## src/rtl/mod_sigma1_if.sv

```systemverilog
// Stream bundle for the Sigma1 transform: one input word per cycle and a registered result.
`default_nettype none

interface mod_sigma1_if;
  logic        in_valid;
  logic [0:31] A;
  logic [0:31] Y;
  logic        out_valid;

  modport master (
    output in_valid,
    output A,
    input  Y,
    input  out_valid
  );

  modport slave (
    input  in_valid,
    input  A,
    output Y,
    output out_valid
  );
endinterface

`default_nettype wire

```

## src/rtl/mod_sigma1.sv

```systemverilog
// ---------------------------------------------------------------------------
// mod_sigma1 : SHA-256 Sigma1 (ROTR6 ^ ROTR11 ^ ROTR25), one-cycle registered
// Revision   : 1.0
// ---------------------------------------------------------------------------
`default_nettype none

module mod_sigma1 (
  input  wire           clk,
  input  wire           rst_n,
  mod_sigma1_if.slave   bus
);

  logic [0:31] sigma;
  logic [0:31] y_q;
  logic        valid_q;

  // Index 0 is the MSB, so a right rotation by n moves the low n bits (n-element tail) to the front.
  always_comb begin
    sigma = {bus.A[26:31], bus.A[0:25]}
          ^ {bus.A[21:31], bus.A[0:20]}
          ^ {bus.A[7:31],  bus.A[0:6]};
  end

  always_ff @(posedge clk or negedge rst_n) begin
    if (!rst_n) begin
      y_q     <= 32'h0000_0000;
      valid_q <= 1'b0;
    end else begin
      valid_q <= bus.in_valid;
      if (bus.in_valid) begin
        y_q <= sigma;
      end
    end
  end

  assign bus.Y         = y_q;
  assign bus.out_valid = valid_q;

endmodule

`default_nettype wire

```

## src/flat_wrapper.sv

```systemverilog
// flat-port wrapper written by rule: the top's interface ports become plain ports
module mod_sigma1_flat 
  (clk, rst_n, bus_in_valid, bus_A, bus_Y, bus_out_valid);
  mod_sigma1_if bus_i ();
  input  wire clk;
  input  wire rst_n;
  input wire logic [$bits(bus_i.in_valid)-1:0] bus_in_valid;
  input wire logic [$bits(bus_i.A)-1:0] bus_A;
  output wire logic [$bits(bus_i.Y)-1:0] bus_Y;
  output wire logic [$bits(bus_i.out_valid)-1:0] bus_out_valid;
  assign bus_i.in_valid = bus_in_valid;
  assign bus_i.A = bus_A;
  assign bus_Y = bus_i.Y;
  assign bus_out_valid = bus_i.out_valid;
  mod_sigma1 u_core (.clk(clk), .rst_n(rst_n), .bus(bus_i));
endmodule
```

## config.mk

```make
export PLATFORM = sky130hd
export DESIGN_NAME = mod_sigma1_flat
export DESIGN_NICKNAME = d
export VERILOG_FILES = /design/src/rtl/mod_sigma1_if.sv /design/src/rtl/mod_sigma1.sv /design/src/flat_wrapper.sv
export SDC_FILE = /design/constraint.sdc
export NUM_CORES = 1
export LEC_CHECK = 0
export BUFFER_PORTS_ARGS = -buffer_cell sky130_fd_sc_hd__clkbuf_2
export CORE_MARGIN = 2
export CORE_UTILIZATION = 45
export CTS_BUF_LIST = sky130_fd_sc_hd__clkbuf_8
export CTS_CLUSTER_SIZE = 20
export DETAILED_ROUTE_END_ITERATION = 8
export GPL_TIMING_DRIVEN = 0
export PLACE_DENSITY = 0.73
export SETUP_SLACK_MARGIN = 0.4
export SKIP_LAST_GASP = 1
export SYNTH_ARGS = -nofsm -noshare
export SYNTH_HDL_FRONTEND = slang
export SYNTH_SLANG_ARGS = --single-unit
```

## constraint.sdc

```tcl
create_clock -name clk -period 2.25 [get_ports clk]
set_input_delay 0.675 -clock clk [delete_from_list [all_inputs] [get_ports clk]]
set_output_delay 0.675 -clock clk [all_outputs]
set_load 0.005 [all_outputs]
```

; After elaboration in Yosys (flattened, before gate mapping)
; Cells that the tools add are included.
[totals]
ff_bits = 33
in_bits = 35
out_inout_bits = 33
wordCells = 4
[classes]
bitwise_logic = 2
[ops]
columns = op, n
row1 = bitwise XOR 32 bit, 2

; Logic depth before layout (Yosys ltp)
[logic_depth]
word_depth = 2
depth_mapped = 3
ltp_nobuf = 2

; Worst setup path before layout
; No wires, ideal clock.
[synth_path]
path_kind = input to register
from = input bus_in_valid
to = register u_core.y_q, in the netlist u_core.bus.Y[0]
setup_ns = 0.125
arrival_ns = 1.306
t_required_ns = 2.125
path_slack_ns = 0.819
path_stages = 3
path_buffers = 2
cell_sequence = clkbuf_2 -> buf_4 -> mux2_2
[synth_rtl]
columns = item, line_no
row1 = start: declaration, flat_wrapper.sv:7  ; input wire logic [$bits(bus_i.in_valid)-1:0] bus_in_valid;
row2 = end signal: assignment, mod_sigma1.sv:31  ; y_q <= sigma;
row3 = end: declaration, mod_sigma1.sv:14  ; logic [0:31] y_q;
; No word-level cell between the ends.

; Worst setup path in the final report
[layout_path]
from = register u_core.y_q, in the netlist u_core.bus.Y[2]
to = output bus_Y[29]
[layout_rtl]
columns = item, line_no
row1 = end: declaration, flat_wrapper.sv:9  ; output wire logic [$bits(bus_i.Y)-1:0] bus_Y;
; No word-level cell between the ends.

==> flow_results.org <==
** Status
- Result of the run :: finished, final reports clean

** Die
- Overall die area :: between 4000 and 5000 um2
- Core footprint :: about 4300 um2
- The floorplan step set the die width to 70.3 um.
- For this configuration, the core starts out at a cell density of 0.461.
- Chip Height :: 70.3 um
- 68 I/O pins were placed.
- The floorplan has 24 rows.

** CTS
- Worst skew pair latency :: 280 ps
- Buffers from clock root to sink, at most :: 2
- In this run the clock root is driven by a clkbuf_8.
- Once the clock tree was built, the resizer swapped 0 gates to a different size.
- The number of setup buffers added after CTS is 0.
- H-Tree Level Count :: 2
- After clock tree synthesis, the flow added hold-fix buffers numbering 0.
- In this run, CTS created clock tree buffers numbering 5.
- CTS clock-pin slew for the worst setup and hold paths :: approximately 60 ps
- TritonCTS built the clock tree.
- Clock Sink Count :: 33

** Synth
- Synth Cell Area :: between 1500 and 2000 um2
- The synthesized design contains 33 register bits.
- The Yosys step of the flow raised 0 warnings.
- Synthesized area per cell :: 19.6 um2
- The number of nets handed over by synthesis was 136.
- Share of the yosys chip area belonging to registers :: 0.417
- Post-synthesis cell type count :: 6
- After technology mapping, the gate count stands at approximately 100.

** Worst setup path
- Bufs and invs on worst path :: 1
- Data arrives at the worst endpoint at approximately 790 ps.
- The cell family contributing the most delay on the critical path is flip-flops.
- In this run the worst path has a maximum fanout of 2.
- The worst register-to-register path ends at u_core.bus.Y[1]$_DFFE_PN0P_.
- Data required time of the worst path :: roughly 1600 ps
- Worst-path cell chain :: clkbuf_2
- Worst reg-to-reg path cell count :: 1
- The setup check on the worst reg-to-reg path leaves a slack of 1460 ps.
- Worst Setup Start Kind :: flop
- Among all stages on the critical path, the largest delay is contributed by dfrtp_1.
- The startpoint identified for the worst register-to-register timing path is u_core.bus.Y[1]$_DFFE_PN0P_.
- Path type of the worst setup path :: reg2out
- STA classifies the critical path endpoint as an output port.
- Largest stage delay on the critical path :: approximately 400 ps

** Finish
- Synth-to-layout area growth :: 25.4%
- Final core area utilization :: 0.578
- Leaving out fill and tap cells, the most frequent cells in the layout are 68 x clkbuf_2, 33 x dfrtp_1, 32 x xor3_1, 31 x mux2_2, 7 x clkbuf_8.
- In the final layout, the share of cells above drive strength 1 is 0.631.
- The number of antenna diodes in the final layout is 0.
- Most common cell after layout, fill and taps aside :: clkbuf_2
- Nets :: 210

** Route
- For this run, design rule violations remaining after detail routing come to 0.
- The first TritonRoute pass finished after 4 iterations.
- The detail route stage leaves a number of antenna-violating nets equal to 0.
- The detailed router finished its first iteration with 26 violations.
- Wires add up to just under 4 mm.
- Highest metal layer with signal wires :: met4
- Detailed routing placed a total of ~2.1 mm of wire on met2.
- Met3 Routed Length :: 225 um
- Using the TritonRoute via totals, the vias-per-cell ratio works out to a little under 5.
- For this block, wires on met1 add up to 1.42 mm.
- The detailed router placed between 1000 and 1500 vias in this run.
- Average wire per cell in the routed design :: around 17 um

** Power
- For this design the static power due to leakage is roughly 1.4 nW.
- Cell area power density :: between 700 and 800 nW/um2
- IR analysis of the VDD net gives a maximum drop of about 0.38 mV.

** Timing
- Final TNS setup :: 0 ps
- Setup violations remaining at the end of the flow were counted as 0.
- Based on the critical path, the design can be clocked at up to ~0.7 GHz.
- Clock period minus worst slack :: 1460 ps
- In the finished design, the share of the clock period the worst path needs comes to 0.651.
- The number of pins exceeding their max-slew limit in the final report was 0.
- Post-route clock skew :: 0 ps
- The count of endpoints failing hold in the final timing report is 0.
- Unrepaired setup endpoints after global routing :: no
- Worst slew pin tran :: ~810 ps
- Worst path setup slack after routing :: 786 ps
- Relative slew slack :: 0.462

** Global routing
- Antenna violations before repair :: 0
- Number of global-route vias before repair :: about 1300
- Pin count of the biggest net entering global routing :: 34
- The first global-routing pass estimated around 6.5 mm of wire.
- Congestion Overflow GR :: 0
- For this run, the total global-route usage over all layers was measured as 0.179.

** Placement
- At the end of routability-driven placement, the weighted congestion stood at between 0.7 and 0.8.
- OpenSTA, run right after detailed placement, puts the worst setup slack at about 600 ps.
- Buffers on Ports :: 67

** Min path
- Class of the tightest hold or removal check :: in2async

** Flow run
- Across the run, the number of max-cap violations was 0.
-- stage by stage --
| step | power [mW] | hold slack [ps] | std cells | instance area (um2) |
|---|---|---|---|---|
| after floorplan | 1.06 | 379 | 101 | 1980 |
| after global placement | 1.27 | 490 | 220 | 2380 |
| after detailed placement | 1.30 | 496 | 220 | 2380 |
| after CTS | 1.79 | 492 | 228 | 2480 |
| after global routing | 1.87 | 505 | 228 | 2480 |
| final | 1.76 | 471 | 228 | 2480 |
-- cell families after synthesis --
| logic type | count (synthesis) | share of synthesized area |
|---|---|---|
| buffers and inverters | 4 | 0.0139 |
| flip-flops | 33 | 0.417 |
| multiplexers | 32 | 0.184 |
| XOR/XNOR | 32 | 0.385 |
-- report_power, final --
group | internal (mW) | switching (mW)
registers | 0.710 | 0.0630
clock network | 0.276 | 0.200
logic | 0.332 | 0.174
total | 1.32 | 0.437
-- final cells by class --
type	instances	area, um2
Fill cell	342	1810
Multi-Input combinational cell	64	1120
Sequential cell	33	826
Timing Repair Buffer	67	335
Clock buffer	7	96.3
Tap cell	52	65.1
Buffer	4	27.5
Clock inverter	1	5.00
-- how the worst max path moves through the flow --
stage,start,end,depth (start not counted)
6_report,u_core.bus.Y[2]$_DFFE_PN0P_,bus_Y[29],1
5_1_grt,u_core.bus.Y[24]$_DFFE_PN0P_,bus_Y[7],1
4_1_cts,u_core.bus.Y[2]$_DFFE_PN0P_,bus_Y[29],1
3_5_place_dp,bus_in_valid,u_core.bus.Y[14]$_DFFE_PN0P_,4
3_3_place_gp,bus_in_valid,u_core.bus.Y[14]$_DFFE_PN0P_,4
2_1_floorplan,bus_in_valid,u_core.bus.Y[0]$_DFFE_PN0P_,3
-- sequential cells by signal, summed over array words and instances (netlist names) --
name / flops
u_core.bus.Y: 32
u_core.bus.out_valid: 1
-- synthesized netlist by cell type (all sizes together) --
master   n  area share
xor3    32        0.38
clkbuf   1      0.0025
buf      3       0.011
dfrtp   33        0.42
mux2    32        0.18
-- routing by layer --
| metal | track usage | up-vias |
|---|---|---|
| li1 | - | 516 |
| met1 | 0.193 | 550 |
| met2 | 0.313 | 40 |
| met3 | 0.0635 | 9 |
| met4 | 0.0769 | 0 |
| met5 | 0 | - |
Note: power is estimated with default switching activity, not from simulation.
